## src/rtl/wb_hyper_arbiter.sv

```systemverilog
// rtl/wb_hyper_arbiter.sv - round-robin Wishbone arbiter in front of the wb_hyper data port
// Optional ack watchdog enabled by defining WB_HYPER_ARB_TIMEOUT_EN.

module wb_hyper_arbiter #(
  parameter int NUM_MASTERS = 2,
  parameter int AW          = 32,
  parameter int DW          = 32,
  parameter int TIMEOUT     = 255
) (
  input  logic                        wb_clk,
  input  logic                        wb_rst,
  input  logic [NUM_MASTERS*AW-1:0]   m_adr_i,
  input  logic [NUM_MASTERS*DW-1:0]   m_dat_i,
  input  logic [NUM_MASTERS*DW/8-1:0] m_sel_i,
  input  logic [NUM_MASTERS-1:0]      m_we_i,
  input  logic [NUM_MASTERS*3-1:0]    m_cti_i,
  input  logic [NUM_MASTERS-1:0]      m_cyc_i,
  input  logic [NUM_MASTERS-1:0]      m_stb_i,
  output logic [DW-1:0]               m_dat_o,
  output logic [NUM_MASTERS-1:0]      m_ack_o,
  output logic [NUM_MASTERS-1:0]      m_err_o,
  output logic [AW-1:0]               s_adr_o,
  output logic [DW-1:0]               s_dat_o,
  output logic [DW/8-1:0]             s_sel_o,
  output logic                        s_we_o,
  output logic [2:0]                  s_cti_o,
  output logic                        s_cyc_o,
  output logic                        s_stb_o,
  input  logic [DW-1:0]               s_dat_i,
  input  logic                        s_ack_i,
  output logic [NUM_MASTERS-1:0]      gnt_o
);

  localparam int LW = (NUM_MASTERS > 1) ? $clog2(NUM_MASTERS) : 1;
  localparam int SW = DW / 8;

  localparam logic [0:0] S_IDLE  = 1'b0;
  localparam logic [0:0] S_GRANT = 1'b1;

  if (NUM_MASTERS < 2 || NUM_MASTERS > 8 || TIMEOUT < 1) begin : g_bad_cfg
    $error("wb_hyper_arbiter: NUM_MASTERS must be 2..8 and TIMEOUT positive");
  end

  logic [0:0]             state;
  logic [NUM_MASTERS-1:0] gnt;
  logic [LW-1:0]          last;
  logic [LW-1:0]          g_idx;
  logic [LW-1:0]          pick;
  logic                   pick_vld;
  logic [LW:0]            rr_sum;
  logic                   to_hit;

  // Search upward from last+1 with wrap; the extra sum bit absorbs the carry
  // so non-power-of-two master counts wrap correctly.
  always_comb begin
    pick     = '0;
    pick_vld = 1'b0;
    rr_sum   = '0;
    for (int i = 1; i <= NUM_MASTERS; i++) begin
      rr_sum = {1'b0, last} + (LW+1)'(i);
      if (rr_sum >= (LW+1)'(NUM_MASTERS)) begin
        rr_sum = rr_sum - (LW+1)'(NUM_MASTERS);
      end
      if (!pick_vld && m_cyc_i[rr_sum[LW-1:0]]) begin
        pick_vld = 1'b1;
        pick     = rr_sum[LW-1:0];
      end
    end
  end

`ifdef WB_HYPER_ARB_TIMEOUT_EN
  localparam int CW = (TIMEOUT < 256) ? 8 : 16;

  logic [CW-1:0] to_cnt;

  assign to_hit = (state == S_GRANT) && (to_cnt == CW'(TIMEOUT));

  always_ff @(posedge wb_clk or negedge wb_rst) begin
    if (!wb_rst) begin
      to_cnt <= '0;
    end else if (state == S_IDLE || s_ack_i) begin
      to_cnt <= '0;
    end else if (s_stb_o) begin
      to_cnt <= to_cnt + 1'b1;
    end
  end
`else
  assign to_hit = 1'b0;
`endif

  always_ff @(posedge wb_clk or negedge wb_rst) begin
    if (!wb_rst) begin
      state <= S_IDLE;
      gnt   <= '0;
      last  <= LW'(NUM_MASTERS - 1);
      g_idx <= '0;
    end else begin
      case (state)
        S_IDLE: begin
          if (pick_vld) begin
            state <= S_GRANT;
            g_idx <= pick;
            gnt   <= NUM_MASTERS'(1) << pick;
          end
        end
        default: begin
          // The owner keeps the port until its cyc drops, so bursts stay whole.
          if (to_hit || !m_cyc_i[g_idx]) begin
            state <= S_IDLE;
            last  <= g_idx;
            gnt   <= '0;
          end
        end
      endcase
    end
  end

  always_comb begin
    s_adr_o = '0;
    s_dat_o = '0;
    s_sel_o = '0;
    s_we_o  = 1'b0;
    s_cti_o = '0;
    s_cyc_o = 1'b0;
    s_stb_o = 1'b0;
    m_ack_o = '0;
    m_err_o = '0;
    if (state == S_GRANT) begin
      s_adr_o = m_adr_i[int'(g_idx)*AW +: AW];
      s_dat_o = m_dat_i[int'(g_idx)*DW +: DW];
      s_sel_o = m_sel_i[int'(g_idx)*SW +: SW];
      s_we_o  = m_we_i[g_idx];
      s_cti_o = m_cti_i[int'(g_idx)*3 +: 3];
      // A timed-out owner loses cyc/stb and any late ack in the same cycle.
      if (!to_hit) begin
        s_cyc_o        = m_cyc_i[g_idx];
        s_stb_o        = m_cyc_i[g_idx] & m_stb_i[g_idx];
        m_ack_o[g_idx] = s_ack_i;
      end
      m_err_o[g_idx] = to_hit;
    end
  end

  assign m_dat_o = s_dat_i;
  assign gnt_o   = gnt;

endmodule

```

## config.mk

```make
export PLATFORM = sky130hd
export DESIGN_NAME = wb_hyper_arbiter
export DESIGN_NICKNAME = d
export VERILOG_FILES = /design/src/rtl/wb_hyper_arbiter.sv
export SDC_FILE = /design/constraint.sdc
export NUM_CORES = 1
export LEC_CHECK = 0
export CAP_MARGIN = 15
export CORE_AREA = 4 4 114 116
export CTS_BUF_LIST = sky130_fd_sc_hd__clkbuf_8 sky130_fd_sc_hd__clkbuf_16
export CTS_CLUSTER_DIAMETER = 50
export DETAILED_ROUTE_END_ITERATION = 12
export DIE_AREA = 0 0 118 120
export PLACE_DENSITY = 0.62
export SYNTH_ARGS = -nofsm -noshare
export SYNTH_HDL_FRONTEND = slang
export SYNTH_SLANG_ARGS = --single-unit
```

## constraint.sdc

```tcl
create_clock -name wb_clk -period 3.08 [get_ports wb_clk]
set_input_delay 0.462 -clock wb_clk [delete_from_list [all_inputs] [get_ports wb_clk]]
set_output_delay 0.462 -clock wb_clk [all_outputs]
set_load 0.02 [all_outputs]
```

Word level (Yosys, flattened, before mapping)
Index checks and enable logic that the tools add are counted.
{ "op_classes": {"eq_ne": 1, "n_shift": 5, "reduce_logical": 7, "n_addsub": 4, "bitwise_logic": 4, "n_lt_le_gt_ge": 6, "multipliers": 1, "mux": 32} }
{ "op_table": {"columns": ["operator", "n"], "rows": [
  ["$shiftx A64 B7 Y32", 2],
  ["$mux W32", 2],
  ["$mux W1", 23],
  ["$mux W2", 4],
  ["$shiftx A8 B4 Y4", 1],
  ["$lt A1 B2 Y1 const B", 3],
  ["$reduce_and A2 Y1", 3],
  ["$shiftx A6 B4 Y3", 1],
  ["$ge A2 B2 Y1 const B", 2],
  ["$mux W4", 1],
  ["$mul A1 B2 Y3 const B", 1],
  ["$mux W3", 1],
  ["$add A1 B1 Y2 const B", 1],
  ["$add A1 B2 Y2 const B", 1],
  ["$and A2 B2 Y2", 1],
  ["$logic_and A1 B1 Y1", 2],
  ["$ne A2 B2 Y1 const B", 1],
  ["$not A1 Y1", 2],
  ["$reduce_bool A2 Y1", 1],
  ["$shl A1 B1 Y2 const A", 1],
  ["$sub A1 B1 Y1 const B", 2],
  ["$and A1 B1 Y1", 1],
  ["$demux W1 S1", 1],
  ["$ge A1 B1 Y1 const B", 1],
  ["$logic_not A1 Y1", 1]
]} }
{ "word_totals": {"out_inout_bits": 112, "inputBits": 183, "ff_bits": 5, "wordCells": 64} }

Logic depth before layout (Yosys ltp)
{ "logic_depth": {"word_depth": 12, "depth_mapped": 5, "mapped_depth_nobuf": 3} }

Worst setup path before layout
OpenSTA, ideal clock, no wires.
{ "synth_path": {"path_kind": "register -> output", "startpoint": "register g_idx", "endpoint": "output port s_adr_o[23]", "t_arrival_ps": 1155, "path_slack_ps": 1463, "required_time_ps": 2618, "path_stages_with_launch": 6, "path_buffers": 3, "cell_sequence": "dfrtp_1 -> buf_6 -> buf_12 -> buf_6 -> mux2i_1 -> nor2_1"} }
{ "synth_via": {"elab_chain_cells": 2} }
{ "synth_rtl": {"columns": ["element", "line_no", "rtl"], "rows": [
  ["start: declaration", "47", "logic [LW-1:0] g_idx;"],
  ["start signal: assignment", "102", "g_idx <= pick;"],
  ["$shiftx A64 B7 Y32", "129", "s_adr_o = m_adr_i[int'(g_idx)*AW +: AW];"],
  ["$mux W32", "128", "if (state == S_GRANT) begin"],
  ["end: declaration", "22", "output logic [AW-1:0] s_adr_o,"]
]} }
No other way between the ends.

Final worst setup path
{ "layout_path": {"startpoint": "register state", "endpoint": "output port s_dat_o[1]"} }
{ "layout_via": {"elab_chain_cells": 1} }
{ "layout_rtl": {"columns": ["element", "line_no", "rtl"], "rows": [
  ["start: declaration", "44", "logic [0:0] state;"],
  ["start signal: assignment", "93", "state <= S_IDLE;"],
  ["start signal: assignment", "101", "state <= S_GRANT;"],
  ["start signal: assignment", "109", "state <= S_IDLE;"],
  ["$mux W32", "128", null],
  ["end: declaration", "23", "output logic [DW-1:0] s_dat_o,"]
]} }
No other way between the ends.

==> impl_metrics.json <==
{
  "wirelength_um": 8320,
  "drv_cap": 0,
  "min_path_type": "input pin to async pin",
  "end_kind": "primary output",
  "vias_per_cell": 3.95,
  "worst-setup-path-type": "flip-flop to primary output",
  "pwr_density_cell_nw_per_um2": 572,
  "drtAntennaViolNets": 0,
  "layout_commonest_cell": "clkdlybuf4s50_1",
  "cp_data_required_time_ps": 2620,
  "regArea_sq_um": 130,
  "max_stage_delay_ps": 560,
  "avgSynthCellArea_sq_um": 7.35,
  "cts_setup_buffers": 0,
  "sequentialPowerShare": 0.092,
  "fill_cells": 1249,
  "start_kind": "flip-flop",
  "routabilityCongestion": 0.740,
  "wire_per_inst_um": 14.8,
  "dp_cells": 558,
  "clock.fmax_mhz": 379,
  "drv_slew": 0,
  "netlist_instances": 229,
  "antenna_found_initial": 0,
  "core_region_area_sq_um": 11900,
  "cts_buffer_depth": 2,
  "syn_area_sq_um": 1680,
  "crit_fanout": 41,
  "vias": 2218,
  "p_sw_frac": 0.449,
  "cts_made_buffers": 3,
  "grt_pass1_vias": 2271,
  "stdcell_count": 562,
  "cts_resized": 0,
  "finClkSkew_ps": 1.26,
  "die_w_um": 118,
  "pwr-share-clk": 0.095,
  "root_buffer": "clkbuf_16",
  "setup_tns_ps": 0,
  "cts_hold_buf": 0,
  "cp_top_family": "buffers and inverters",
  "die_h_um": 120,
  "diodes": 0,
  "setup_viol": 0,
  "hold_violations": 0,
  "rsz0062_at_grt": "no",
  "synth.distinct_cells": 21,
  "final_nets": 599,
  "synth-seq-area-share": 0.0750,
  "status": "completed",
  "die_area_sq_um": 14200,
  "cts_max_level": 1,
  "period_needed_ps": 2640,
  "p_switching_uw": 997,
  "multi_input_area_sq_um": 1130,
  "cts_tree": "built",
  "grt_usage": 0.107,
  "drc_errors": 0,
  "period_share": 0.858,
  "drive_gt1_frac": 0.0289,
  "path_buf_inv": 3,
  "worst_pin_slew_ps": 706,
  "path_cells": "inv_2, buf_12, nor2_1, clkdlybuf4s50_1",
  "rows": 40,
  "clock-sinks": 5,
  "ys_ff_latch": 5,
  "overflow": 0,
  "start_util": 0.141,
  "io_pins": 295,
  "relSlewSlack": 0.529,
  "grt_pass1_wl_um": 12400,
  "cp.arrival_ps": 2180,
  "p_comb_frac": 0.813,
  "firstDrtPassIters": 4,
  "yosys_warnings": 0,
  "rrSetupSlack_ps": 1490,
  "clk_latency_ps": 230,
  "cp_slowest_cell": "inv_2",
  "drt_iter0_markers": 19,
  "clkTransAtPathRegs_ps": 30,
  "syn2layout_area_growth_pct": 130,
  "p_int_mw": 1.22,
  "total_power_mw": 2.22,
  "mostFrequentLayoutCells": "clkdlybuf4s50_1, nor2_1, mux2i_1",
  "vdd_drop_max_mv": 0.268,
  "port_buffers": 228,
  "leakage_nw": 1.61,
  "grt_max_degree": 42,
  "hpwl_um": 7230
}
worst paths after layout:
kind / startpoint / end / depth (start not counted)
max in group asynchronous: wb_rst / last / 1
hold / removal: wb_rst / gnt_o[0] / 1
min in group wb_clk: gnt_o[0] / gnt_o[0] / 1
hold reg to reg: gnt_o[0] / gnt_o[0] / 1
setup reg to reg: state / last / 4
setup / recovery: state / s_dat_o[1] / 4
synthesized netlist by cell type (all sizes together):
| master | instances | share of area |
|---|---|---|
| nand3 | 3 | 0.0089 |
| nor2b | 1 | 0.0037 |
| nand2b | 1 | 0.0037 |
| clkbuf | 2 | 0.0045 |
| buf | 50 | 0.25 |
| conb | 1 | 0.0022 |
| o211ai | 1 | 0.0045 |
| dfstp | 1 | 0.016 |
| inv | 3 | 0.0067 |
| a21oi | 3 | 0.0089 |
| nor2 | 77 | 0.17 |
| o21ai | 3 | 0.0089 |
| a22o | 1 | 0.0052 |
| mux2i | 74 | 0.44 |
| dfrtp | 4 | 0.059 |
| nand2 | 4 | 0.0089 |
area by class of cell:
cell class / instances / share of cell area
multi-input combinational: 170 / 0.291
sequential: 5 / 0.0335
clock buffer: 3 / 0.0194
tap: 147 / 0.0474
inverter: 3 / 0.00290
clock inverter: 1 / 0.000968
timing repair buffer: 233 / 0.605
power groups by stage:
| stage | registers (mW) | clock network [mW] | logic (mW) |
|---|---|---|---|
| floorplan | 0.119 | 0 | 1.21 |
| global placement | 0.206 | 0 | 1.82 |
| detailed placement | 0.208 | 0 | 1.83 |
| CTS | 0.207 | 0.214 | 1.83 |
| global route | 0.215 | 0.218 | 1.92 |
| finish | 0.205 | 0.210 | 1.80 |
cells by family (layout without fill, tap and decap cells):
family	count (synthesis)	count (layout)	share of synthesized area
simple gates	86	86	0.197
flops	5	5	0.0750
other cells	1	2	0.00223
mux	74	74	0.442
buf+inv	55	240	0.256
compound gates	8	8	0.0275
metrics by stage:
| stage | utilization | hold WS, ps | instance area (sq um) | setup WS [ps] |
|---|---|---|---|---|
| 6_report | 0.326 | 448 | 3880 | 439 |
| 5_1_grt | 0.326 | 469 | 3880 | 308 |
| 4_1_cts | 0.326 | 453 | 3880 | 373 |
| 3_5_place_dp | 0.319 | 495 | 3800 | 613 |
| 3_3_place_gp | 0.319 | 501 | 3800 | 636 |
| 2_1_floorplan | - | 166 | 1690 | 1460 |
layer usage:
layer / global-route usage / up-vias / wire, um
met4: 0.0308 / 0 / 139
met2: 0.213 / 150 / 4440
met1: 0.106 / 954 / 3030
met3: 0.0320 / 22 / 710
li1: - / 1092 / -
met5: 0 / - / 0
state kept, by name, indices dropped and copies added (netlist names):
signal  count
gnt_o       2
g_idx       1
last        1
state       1
Power figures use the tool's default switching activity.
